**config.mk**
```make
export PLATFORM = sky130hd
export DESIGN_NAME = cnt_updown
export DESIGN_NICKNAME = d
export VERILOG_FILES = /design/src/rtl/cnt_updown.sv
export SDC_FILE = /design/constraint.sdc
export NUM_CORES = 1
export LEC_CHECK = 0
export CAP_MARGIN = 20
export CELL_PAD_IN_SITES_DETAIL_PLACEMENT = 0
export CELL_PAD_IN_SITES_GLOBAL_PLACEMENT = 1
export CORE_AREA = 3 3 40 42
export DETAILED_ROUTE_END_ITERATION = 10
export DIE_AREA = 0 0 43 45
export DONT_BUFFER_PORTS = 1
export PLACE_DENSITY_LB_ADDON = 0.1
export SLEW_MARGIN = 25
export SYNTH_ARGS = -nofsm -noshare
export SYNTH_HDL_FRONTEND = slang
export SYNTH_SLANG_ARGS = --single-unit
```
**constraint.sdc**
```tcl
create_clock -name Clk -period 1.8 [get_ports Clk]
set_clock_uncertainty 0.1 [all_clocks]
set_input_delay 0.36 -clock Clk [delete_from_list [all_inputs] [get_ports Clk]]
set_output_delay 0.36 -clock Clk [all_outputs]
set_load 0.02 [all_outputs]
```
**src/rtl/cnt_updown.sv**
```systemverilog
// Up/down counter with clamped parallel load, terminal-count flag, wrap pulse and sticky ovf.
// Define CNT_UPDOWN_SAT_EN to saturate at the boundaries instead of wrapping around.
module cnt_updown #(
    parameter int unsigned     N   = 4,
    parameter logic [N-1:0]    MAX = {N{1'b1}}
) (
    input  logic         Clk,
    input  logic         resetn,
    input  logic         clr,
    input  logic         load,
    input  logic [N-1:0] d,
    input  logic         en,
    input  logic         up,
    output logic [N-1:0] q,
    output logic         tc,
    output logic         wrap,
    output logic         ovf
);

    logic [N-1:0] count_q, count_d;
    logic         wrap_q, wrap_d;
    logic         ovf_q, ovf_d;
    logic         atMax, atZero, boundary;

    assign atMax    = (count_q == MAX);
    assign atZero   = (count_q == '0);
    assign boundary = en & ((up & atMax) | (~up & atZero));

    // Priority clr > load > en; a load value above MAX is clamped so q never leaves range.
    always_comb begin
        count_d = count_q;
        wrap_d  = 1'b0;
        ovf_d   = ovf_q;
        if (clr) begin
            count_d = '0;
            ovf_d   = 1'b0;
        end else if (load) begin
            count_d = (d > MAX) ? MAX : d;
        end else if (en) begin
            if (boundary) begin
                wrap_d = 1'b1;
                ovf_d  = 1'b1;
`ifdef CNT_UPDOWN_SAT_EN
                count_d = count_q;
`else
                count_d = up ? '0 : MAX;
`endif
            end else if (up) begin
                count_d = count_q + 1'b1;
            end else begin
                count_d = count_q - 1'b1;
            end
        end
    end

    always_ff @(posedge Clk or negedge resetn) begin
        if (!resetn) begin
            count_q <= '0;
            wrap_q  <= 1'b0;
            ovf_q   <= 1'b0;
        end else begin
            count_q <= count_d;
            wrap_q  <= wrap_d;
            ovf_q   <= ovf_d;
        end
    end

    assign q    = count_q;
    assign tc   = boundary;
    assign wrap = wrap_q;
    assign ovf  = ovf_q;

endmodule

```
==> summary.txt <==
Status -> finished with violations
Failing checks -> setup timing
Rel. slew slack -> 83.3%
Final WS setup -> -0.112 ns
Leakage -> 0.267 nW
Post-DP HPWL -> 893 um
Register area share after synthesis -> 34.0%
Dpl ws -> -0.0129 ns
First-pass GRT wire length -> 1.91 mm
Core footprint -> 1280 um^2
Crit. End Element -> output port
Placed Area -> 502 um^2
Mapped Cells -> 52
Area growth, synth to finish -> 33.4%
Top delay family on crit path -> simple AND/OR/NAND/NOR gates
Main synth FF type -> dfrtp_1
Slowest cell on the critical path -> dfrtp_2
Synthesis-stage register bit count -> 6
H-Tree Depth -> 1
Die height -> 45 um
Number of global-route vias before repair -> 471
Largest net degree at the start of global routing -> 12
VDD IR max -> 0.000392 V
Most common cell after layout, fill and taps aside -> nor2_1
I/O Buffers -> 0
Syn nets -> 65
Number of synthesized flops with an enable pin -> 0
Post-Synth Simple-Gate Area -> 21.8%
Crit path DAT -> 1.45 ns
HP Class -> input port to flop
GR Util All Layers -> 13.0%
CP endpoint -> tc
Post-DR vias/cell -> 5.13
Worst endpoint required time -> 1.34 ns
Worst-Margin Slew -> 0.250 ns
Proportion of synthesized area in mux cells -> 0%
Placed Instances -> 71
Worst stage delay on the critical path -> 0.42 ns
Compound-gate portion of the synthesized area -> 20.4%
Setup TNS -> -0.177 ns
Buf/Inv on CP -> 2
Post-Layout Cell Count -> 80
RSZ-0062 raised after global routing -> yes
Clk_lat worst skew -> 0.24 ns
DRT Wirelength -> 1.10 mm
Avg WL per Cell -> 13.7 um
Remaining DRCs -> 0
Die X-Extent -> 43 um
Synth Area per Inst -> 8.49 um^2
TritonRoute pass-1 iters -> 4
Post-Syn Area -> 442 um^2
Highest clock rate -> 523 MHz
Nets -> 79
Crit path time final -> 1.91 ns
Async S/R FF share, synth -> 100%
Final ANT Viol Nets -> 0
Critical path class -> flop to output port
Initial Utilization -> 34.4%
TritonCTS Sinks -> 6
CTS root buf -> clkbuf_4
Maximum fanout along the worst path -> 4
Reg2reg end -> q[3]$_DFFE_PN0P_
Reg-to-reg setup timing slack -> -0.07 ns
CTS tree -> yes
R2R cell count -> 9
Initial DRC Count -> 6
Finish-stage setup viols -> 2
Placer congestion estimate -> 0.767
Netlist cell types -> 23
Die area -> 1940 um^2
Hold depth -> 1
Congestion Overflow GR -> 0
Ant diodes -> 0
Start of the worst register-to-register path -> q[1]$_DFFE_PN0P_
Post-route cell area -> 589 um^2
Initial antenna violation count -> 0
Max Cap Viol -> 0
Synth warn -> 0
Final Cycle Share -> 106%
Bufs on Longest Clock Path -> 2
Stages on the worst setup path -> 5
Post-synthesis adder-cell area fraction -> 10.2%
XOR/XNOR Fraction of Synth Area -> 5.95%
Final hold violation count -> 0
Largest family of logic cells by synthesized area -> simple AND/OR/NAND/NOR gates
Critical path cell sequence -> or3_4 -> nor3_4 -> o21ai_2 -> inv_2 -> buf_6
Utilization after layout -> 45.9%
Power Density -> 709 nW/um^2
Nature of the critical path startpoint -> flop
Layout cells sized above 1 -> 33.8%
Crit. Startpoint -> q[1]$_DFFE_PN0P_
Most frequent cells in the layout -> nor2_1 (10), buf_4 (9), inv_1 (5), a21oi_1 (5), dfrtp_1 (4)
Final Max Tran Viols -> 0
Num ports -> 17
Clock transition at path regs -> 0.05 ns
Via count -> 410
Row count -> 13
Total CTS buffers -> 3
[layer usage]
metal	global-route usage [%]	routed length, um	vias up
li1	-	-	200
met1	13.1	423	198
met2	23.1	576	12
met3	5.58	96	0
met4	6.63	0	0
met5	0	0	-
[worst reg2reg max path: cells and delay by family, from the launching register on]
| kind | cells | cell delay [ns] |
|---|---|---|
| AOI/OAI and AO/OA | 2 | 0.42 |
| buffers and inverters | 3 | 0.37 |
| and+or+nand+nor | 3 | 0.34 |
| xor gates and xnor gates | 1 | 0.09 |
| DFF | 1 | 0.42 |
[Yosys cell counts, drive strengths merged (2+ instances only)]
master | number | share of area, %
or3 | 2 | 2.8
inv | 6 | 5.1
ha | 2 | 5.7
nor3 | 3 | 4.5
a21oi | 5 | 5.7
nand2 | 2 | 1.7
dfrtp | 6 | 34
nor2 | 10 | 8.5
nand3 | 2 | 2.3
xnor2 | 2 | 4.0
[cells by family after synthesis]
kind of cell | after synthesis
simple gates | 20
xor+xnor | 3
compound gates | 12
fa+ha+maj | 3
buf+inv | 8
flops | 6
[per-stage QoR]
stage / power [mW] / hold WS, ns
final: 0.418 / 0.0674
after global placement: 0.264 / -0.0355
after global routing: 0.449 / 0.0532
after floorplan: 0.238 / -0.0356
after CTS: 0.415 / 0.0624
after detailed placement: 0.265 / -0.0355
[state kept, by name (all words and copies together) (netlist names)]
register	flops
wrap	1
q	4
ovf	1
[report_power, final]
group          leakage, nW  switching, mW  internal [mW]
sequential          0.0770         0.0110          0.144
clock               0.0150         0.0480         0.0839
combinational        0.175         0.0665         0.0639
[final cells by class]
type | instances | area, um^2
Inverter | 6 | 22.5
Sequential cell | 6 | 153
Clock buffer | 4 | 26.3
Fill cell | 132 | 696
Tap cell | 15 | 18.8
Timing Repair Buffer | 11 | 88.8
Multi-Input combinational cell | 38 | 280
[what timing repair did]
| action | in CTS | in global routing |
|---|---|---|
| endpoints found under the hold margin | 6 | 0 |
| hold buffers | 1 | 0 |
| pin swaps | 4 | 3 |
| gates cloned | 0 | 0 |
| buffers inserted | 3 | 1 |
| setup endpoints to repair | 2 | 4 |
| gates resized for setup | 2 | 3 |
[how the worst min path moves through the flow]
stage / from / end / slack (ns)
2_1_floorplan: resetn / ovf$_DFFE_PN0P_ / -0.04
3_3_place_gp: resetn / ovf$_DFFE_PN0P_ / -0.04
3_5_place_dp: resetn / wrap$_DFF_PN0_ / -0.04
4_1_cts: clr / q[1]$_DFFE_PN0P_ / 0.06
5_1_grt: clr / q[1]$_DFFE_PN0P_ / 0.05
6_report: clr / q[1]$_DFFE_PN0P_ / 0.07
(Power assumes the default switching activity.)
